<file path="src/rtl/noc_pkg.sv">
// noc_pkg: flit ids, header field offsets, length limit, FSM state type and parity helper for the NoC injector
package noc_pkg;
  localparam logic [2:0] ID_HDR  = 3'b001;
  localparam logic [2:0] ID_BODY = 3'b010;
  localparam logic [2:0] ID_TAIL = 3'b100;
  localparam int ID_LSB  = 29;
  localparam int LEN_LSB = 17;
  localparam int DST_LSB = 13;
  localparam int SRC_LSB = 9;
  localparam int SEQ_LSB = 0;
  localparam int MAX_PAYLOAD = 4094;
  typedef enum logic {IDLE, PAYLOAD} ni_state_t;
  function automatic logic even_par(input logic [30:0] d);
    return ^d;
  endfunction
endpackage

</file>
<file path="src/rtl/noc_ni_inject.sv">
// noc_ni_inject: packetises a core request plus payload stream into HEADER/BODY/TAIL flits for the router local port
//   clk, rst (async, active-low); cur_addr: own address; req_*: packet request (dst, len 1..4094);
//   pl_*: payload words; flit_*: single-register output stage to router; busy; len_err pulse.
//   Optional NOC_NI_PARITY_EN: bit 0 of each flit is even parity over [31:1].
module noc_ni_inject
  import noc_pkg::*;
#(
  parameter int DATA_WIDTH = 32,
  parameter int AXIS = 4,
  parameter int LEN_W = 12,
  parameter int SEQ_W = 9
) (
  input  logic                  clk,
  input  logic                  rst,
  input  logic [AXIS-1:0]       cur_addr,
  input  logic                  req_valid,
  output logic                  req_ready,
  input  logic [AXIS-1:0]       req_dst,
  input  logic [LEN_W-1:0]      req_len,
  input  logic                  pl_valid,
  output logic                  pl_ready,
  input  logic [28:0]           pl_data,
  output logic [DATA_WIDTH-1:0] flit_data,
  output logic                  flit_valid,
  input  logic                  flit_ready,
  output logic                  busy,
  output logic                  len_err
);
  ni_state_t state;
  logic [LEN_W-1:0] remaining;
  logic [SEQ_W-1:0] seq;
  logic slot_free, req_fire, pl_fire, req_bad, hdr_load;
  logic [DATA_WIDTH-1:0] nxt;
  assign slot_free = !flit_valid || flit_ready;
  // rst gating keeps both handshakes low while reset is held
  assign req_ready = rst && state == IDLE && slot_free;
  assign pl_ready = rst && state == PAYLOAD && slot_free;
  assign req_fire = req_valid && req_ready;
  assign pl_fire = pl_valid && pl_ready;
  assign req_bad = req_len == '0 || req_len > LEN_W'(MAX_PAYLOAD);
  assign hdr_load = req_fire && !req_bad;
  assign busy = state != IDLE || flit_valid;
  always_comb begin
    nxt = '0;
    if (state == IDLE) begin
      nxt[ID_LSB +: 3] = ID_HDR;
      nxt[LEN_LSB +: LEN_W] = req_len + 1'b1;
      nxt[DST_LSB +: AXIS] = req_dst;
      nxt[SRC_LSB +: AXIS] = cur_addr;
`ifdef NOC_NI_PARITY_EN
      nxt[SEQ_LSB+1 +: SEQ_W-1] = seq[SEQ_W-2:0];
`else
      nxt[SEQ_LSB +: SEQ_W] = seq;
`endif
    end else begin
      nxt[ID_LSB +: 3] = remaining == LEN_W'(1) ? ID_TAIL : ID_BODY;
`ifdef NOC_NI_PARITY_EN
      nxt[28:1] = pl_data[28:1];
`else
      nxt[28:0] = pl_data;
`endif
    end
`ifdef NOC_NI_PARITY_EN
    nxt[0] = even_par(nxt[31:1]);
`endif
  end
  always_ff @(posedge clk or negedge rst) begin
    if (!rst) begin
      state <= IDLE;
      flit_valid <= 1'b0;
      flit_data <= '0;
      seq <= '0;
      remaining <= '0;
      len_err <= 1'b0;
    end else begin
      len_err <= req_fire && req_bad;
      if (hdr_load || pl_fire) begin
        flit_valid <= 1'b1;
        flit_data <= nxt;
      end else if (flit_ready) flit_valid <= 1'b0;
      if (hdr_load) begin
        remaining <= req_len;
        seq <= seq + 1'b1;
        state <= PAYLOAD;
      end
      if (pl_fire) begin
        remaining <= remaining - 1'b1;
        if (remaining == LEN_W'(1)) state <= IDLE;
      end
    end
  end
endmodule
</file>
<file path="config.mk">
export PLATFORM = sky130hd
export DESIGN_NAME = noc_ni_inject
export DESIGN_NICKNAME = d
export VERILOG_FILES = /design/src/rtl/noc_pkg.sv /design/src/rtl/noc_ni_inject.sv
export SDC_FILE = /design/constraint.sdc
export NUM_CORES = 1
export LEC_CHECK = 0
export ABC_CLOCK_PERIOD_IN_PS = 2700
export CAP_MARGIN = 20
export CELL_PAD_IN_SITES_DETAIL_PLACEMENT = 1
export CELL_PAD_IN_SITES_GLOBAL_PLACEMENT = 1
export CORE_MARGIN = 1
export CORE_UTILIZATION = 35
export DETAILED_ROUTE_END_ITERATION = 10
export HOLD_SLACK_MARGIN = 0.05
export PLACE_DENSITY_LB_ADDON = 0.3
export SLEW_MARGIN = 30
export SYNTH_ARGS = -nofsm -noshare
export SYNTH_HDL_FRONTEND = slang
export SYNTH_SLANG_ARGS = --single-unit
export TNS_END_PERCENT = 30
</file>
<file path="constraint.sdc">
create_clock -name clk -period 2.7 [get_ports clk]
set_clock_uncertainty 0.15 [all_clocks]
set_input_delay 0.27 -clock clk [delete_from_list [all_inputs] [get_ports clk]]
set_output_delay 0.27 -clock clk [all_outputs]
set_load 0.01 [all_outputs]
</file>
==> impl_metrics.yaml, run 1 <==
critical_path:
  required_ns: 2.76
  reg2regPathDepth: 4
  end_kind: "flip-flop"
  worstPathMaxFanout: 7
  worst_ep_arrival_time_ns: 2.51
  r2r-end: "flit_data[30]"
  regToRegStartpoint: "remaining[4]"
  critical_path_class: "flip-flop to flip-flop"
  start_kind: "flip-flop"
  r2r_slack_ns: 0.25
grt:
  grt_usage: 0.206
  overflow: 0
  grt_pass1_vias: 2788
  grt_start_max_net_pins: 45
  antenna_found_initial: 0
  grt_pass1_wl_um: 14000
cts:
  clock_path_buffers: 2
  cts.clk_slew.worst_paths_ns: 0.11
  post_cts_resized: 0
  clockRootBuffer: "clkbuf_8"
  cts_setup_buffers: 0
  cts_tree: "yes"
  cts_buffers: 5
  clock_sinks: 56
  insertion_delay_ns: 0.31
  h-tree-depth: 2
detailed_routing:
  via_per_inst: 5.33
  finalWirelength_um: 8480
  wire_per_inst_um: 16.8
  vias: 2698
  drtIter0Drc: 100
  drtAntennaViolNets: 0
  firstDrtPassIters: 4
  drc: 0
sta:
  fin_tns_setup_ns: 0
  fin_crit_ns: 2.45
  tightestPinTransition_ns: 0.567
  relSlewSlack: 0.622
  rsz0062_at_grt: "no"
  fmax_ghz: 0.408
  timing.final.crit_share: 0.907
  slew_violations: 0
  hold_viol: 0
  worst_slack_ns: 0.250
  finalSetupViolCount: 0
synthesis:
  synth_top_cell_area_share: 0.479
  syn_area_um2: 2920
  synth_common_cells: "dfrtp_1 (56), nor2_1 (35), nand2_1 (30), a21oi_1 (21), mux2i_1 (18)"
  syn-num-nets: 363
  synth-edff-count: 0
  yosys-top-cells-area: "dfrtp_1 (48%), mux2i_1 (6.2%), nor2_1 (4.5%)"
  synth_seq_area_share: 0.479
  synthArstFlopShare: 1.00
  yosysTopAreaCell: "dfrtp_1"
  ys.warnings.count: 0
  yosysUniqueCellTypes: 38
  yosysMostFrequentCell: "dfrtp_1"
  post_synth.cell_area_avg_um2: 9.65
  syn-instance-count: 303
  synthFlopType: "dfrtp_1"
  synth_seq_cells: 56
power:
  p_per_area_nw_per_um2: 805
  intPower_uw: 2220
  switchingPower_uw: 1150
  power_frac_seq: 0.425
  leakage_uw: 0.00182
  ir_drop_mv: 0.282
  power_frac_clock: 0.169
  pwr-share-comb: 0.405
  swShare: 0.342
floorplanning:
  coreArea_um2: 7890
  die_w_um: 93.4
  die_h_um: 93.4
  start_util: 0.371
  std_cell_rows: 32
  die-area_um2: 8720
  io_pins: 91
worst_hold_path:
  hp-class: "input port to async pin"
place:
  routabilityCongestion: 0.811
  dp_hpwl_um: 6290
  pre_cts_slack_ns: 0.0234
  io_buffer_count: 90
  post_dp_cell_area_um2: 4070
  placed_cells: 497
run:
  max_cap_viol_count: 0
run_status:
  status: "finished clean"
finish:
  instances_no_fill: 506
  fin_area_um2: 4200
  drive_gt1_frac: 0.114
  nNetsFinal: 463
  area_delta_synth_final_pct: 43.6
  insertedDiodeCount: 0
==> worst max-delay path by stage <==
stage / from / to
floorplan: remaining[7] / flit_data[30]
global placement: req_len[0] / flit_data[23]
detailed placement: req_len[0] / flit_data[21]
CTS: remaining[4] / flit_data[30]
global route: req_len[0] / remaining[11]
finish: remaining[4] / flit_data[30]
==> timing repair <==
action                                  in CTS  in global routing
endpoints found under the hold margin       12                  0
hold buffers                                 1                  0
endpoints found under the setup margin       0                  0
==> stage by stage <==
stage | total power, uW | utilization | hold slack (ns)
after detailed placement | 2820 | 0.516 | 0.123
after global placement | 2750 | 0.516 | 0.119
final | 3380 | 0.532 | 0.300
after floorplan | 2040 | - | -0.176
after CTS | 3420 | 0.532 | 0.314
after global routing | 3600 | 0.532 | 0.323
==> power groups by stage <==
stage | Clock, uW | Sequential [uW] | Combinational [uW]
CTS | 591 | 1440 | 1390
finish | 572 | 1440 | 1370
detailed placement | 0 | 1450 | 1370
global route | 617 | 1480 | 1510
floorplan | 0 | 1490 | 550
global placement | 0 | 1430 | 1320
==> cells in the final DEF, fill, tap and decap left out, drive strengths merged, types with 9 or more instances in the layout <==
master / n
a21oi: 21
xnor2: 9
dfrtp: 56
xor2: 9
mux2i: 18
nor2: 35
nor3: 11
nand3: 12
clkdlybuf4s50: 89
o21ai: 12
nand4: 9
buf: 20
mux2: 10
nand2: 30
==> routing by layer <==
metal | vias to the layer above | wire [um] | track usage
li1 | 1275 | - | -
met1 | 1347 | 3830 | 0.283
met2 | 68 | 4150 | 0.341
met3 | 8 | 402 | 0.0301
met4 | 0 | 100 | 0.0551
met5 | - | 0 | 0
==> critical path, cell delays in order (launching register included) <==
cell and delay (ns):
dfrtp_1 0.46, or4_4 0.53, or4_4 0.45, or4_4 0.50, a22o_1 0.25
==> kinds of logic after synthesis <==
| logic type | Yosys count | synth area share |
|---|---|---|
| simple gates | 126 | 0.216 |
| flops | 56 | 0.479 |
| compound gates | 47 | 0.0946 |
| mux | 28 | 0.100 |
| buf+inv | 22 | 0.0300 |
| xor+xnor | 18 | 0.0539 |
| fa+ha+maj | 6 | 0.0257 |
==> sequential cells by signal (all words and copies together), names as in the netlist <==
name	cells
flit_data	32
flit_valid	1
len_err	1
remaining	12
seq	9
state	1
==> layout make-up <==
class	count	area (um2)
clock buffer	5	68.8
clock inverter	3	46.3
fill	894	3690
inverter	5	18.8
multi-input combinational	225	1450
sequential	56	1400
tap	102	128
timing repair buffer	110	1090
No activity file was read; power rests on OpenSTA's default activity.
==> inputs of run 2 (changes only) <==
--- a/config.mk
+++ b/config.mk
@@ -9,11 +9,12 @@
 export CAP_MARGIN = 20
 export CELL_PAD_IN_SITES_DETAIL_PLACEMENT = 1
 export CELL_PAD_IN_SITES_GLOBAL_PLACEMENT = 1
-export CORE_MARGIN = 1
+export CORE_MARGIN = 4
 export CORE_UTILIZATION = 35
 export DETAILED_ROUTE_END_ITERATION = 10
 export HOLD_SLACK_MARGIN = 0.05
 export PLACE_DENSITY_LB_ADDON = 0.3
+export RECOVER_POWER = 25
 export SLEW_MARGIN = 30
 export SYNTH_ARGS = -nofsm -noshare
 export SYNTH_HDL_FRONTEND = slang
==> impl_metrics.yaml, run 2 (synthesis gave the netlist of run 1 again) <==
floorplanning:
  start_util: 0.358
  die_w_um: 99.4
  coreArea_um2: 8180
  std_cell_rows: 33
  die-area_um2: 9880
  io_pins: 91
  die_h_um: 99.4
finish:
  largest_register: "flit_data"
  final_util: 0.510
  final_common_cell: "clkdlybuf4s50_1"
  largest_reg_flops: 32
  fin_area_um2: 4170
  nNetsFinal: 460
  insertedDiodeCount: 0
  layout_common_cells: "clkdlybuf4s50_1 (89), dfrtp_1 (55), nor2_1 (35), nand2_1 (30), a21oi_1 (21)"
  top_regs: "flit_data (32), remaining (12), seq (9)"
  area_delta_synth_final_pct: 42.6
  drive_gt1_frac: 0.105
detailed_routing:
  vias: 2612
  drc: 0
  wl_met1_um: 4000
  firstDrtPassIters: 4
  highest_layer: "met4"
  finalWirelength_um: 8640
  met3_length_um: 320
  drtAntennaViolNets: 0
  via_per_inst: 5.16
  route.met2.wl_um: 4250
  drtIter0Drc: 50
  wire_per_inst_um: 17.1
grt:
  grt_pass1_wl_um: 14100
  grt_pass1_vias: 2820
  overflow: 0
  grt_usage: 0.177
  antenna_found_initial: 0
  grt_start_max_net_pins: 45
cts:
  cts_tree: "yes"
  h-tree-depth: 2
  cts_buffers: 5
  cts.clk_slew.worst_paths_ns: 0.10
  cts_setup_buffers: 0
  clock_sinks: 56
  insertion_delay_ns: 0.30
  clockRootBuffer: "clkbuf_8"
  clock_path_buffers: 2
place:
  dp_hpwl_um: 6520
  post_dp_cell_area_um2: 4050
  routabilityCongestion: 0.784
  io_buffer_count: 90
sta:
  timing.final.crit_share: 0.907
  rsz0062_at_grt: "no"
  fin_crit_ns: 2.45
  finalSetupViolCount: 0
  fmax_ghz: 0.408
  whs_ns: 0.241
  slew_violations: 0
  tightestPinTransition_ns: 1.13
  relSlewSlack: 0.249
  hold_viol: 0
  fin_tns_setup_ns: 0
power:
  swShare: 0.338
  power_frac_seq: 0.430
  p_total_uw: 3340
  switchingPower_uw: 1130
  power_frac_clock: 0.164
  ir_drop_mv: 0.366
  pwr-share-comb: 0.407
  intPower_uw: 2210
  p_per_area_nw_per_um2: 801
  leakage_uw: 0.00180
worst_hold_path:
  hp-class: "input port to async pin"
critical_path:
  start_kind: "flip-flop"
  cp_common_cell: "or4_4"
  cp_slowest_cell: "or4_4"
  critPathBufInv: 0
  critical_path_class: "flip-flop to flip-flop"
  reg2regPathDepth: 4
  required_ns: 2.75
  path_depth: 4
  crit_chain: "or4_4, or4_4, or4_4, a22o_1"
  end_kind: "flip-flop"
  worst_ep_arrival_time_ns: 2.50
  worstPathMaxFanout: 7
  critPathMaxStageDelay_ns: 0.53
  regToRegStartpoint: "remaining[4]"
  startpoint: "remaining[4]"
  cp_top_family: "simple AND/OR/NAND/NOR gates"
run_status:
  status: "finished clean"
run:
  max_cap_viol_count: 0
run 2: changes by cell type in the layout (fill, tap and decap cells not counted), sizes merged:
cell	change
buf	-4
clkinvlp	-1
inv	-1
clkbuf	+2
clkinv	+1
run 2: what timing repair did:
item / CTS / global route
gates resized for setup: 0 / 0
hold buffers: 1 / 0
endpoints found under the hold margin: 12 / 0
run 2: area by class of cell:
cell class	instances	area, um2
multi-input combinational	225	1450
timing repair buffer	107	1060
tap	105	131
inverter	5	18.8
clock buffer	6	72.6
fill	946	4010
clock inverter	2	35.0
sequential	56	1400
run 2: worst paths after layout:
kind	slack, ns	to
max	0.25	flit_data[30]
min	0.24	remaining[0]
max reg2reg	0.25	flit_data[30]
min reg2reg	0.33	seq[8]
max in group asynchronous	0.84	flit_data[19]
min in group clk	0.33	seq[8]
run 2: power by group through the flow:
stage,Combinational (uW),Clock (uW),Sequential (uW)
global route,1490,598,1490
CTS,1390,565,1430
detailed placement,1380,0,1450
finish,1360,546,1440
global placement,1330,0,1440
floorplan,550,0,1490
run 2: stage by stage:
stage	setup slack, ns	instances
after detailed placement	0.0307	497
after CTS	0.243	506
after floorplan	0.375	303
final	0.250	506
after global routing	0.159	506
after global placement	0.108	497
run 2: routing by layer:
metal  vias up  track usage
met2        48        0.302
li1       1268            -
met5         -            0
met3         7       0.0323
met4         0       0.0368
met1      1289        0.237
==> inputs of run 3 (changes only) <==
--- a/config.mk
+++ b/config.mk
@@ -19,4 +19,4 @@
 export SYNTH_ARGS = -nofsm -noshare
 export SYNTH_HDL_FRONTEND = slang
 export SYNTH_SLANG_ARGS = --single-unit
-export TNS_END_PERCENT = 30
+export TNS_END_PERCENT = 5
==> results of run 3 <==
No change in the layout: final DEF, timing and power equal those of run 2.
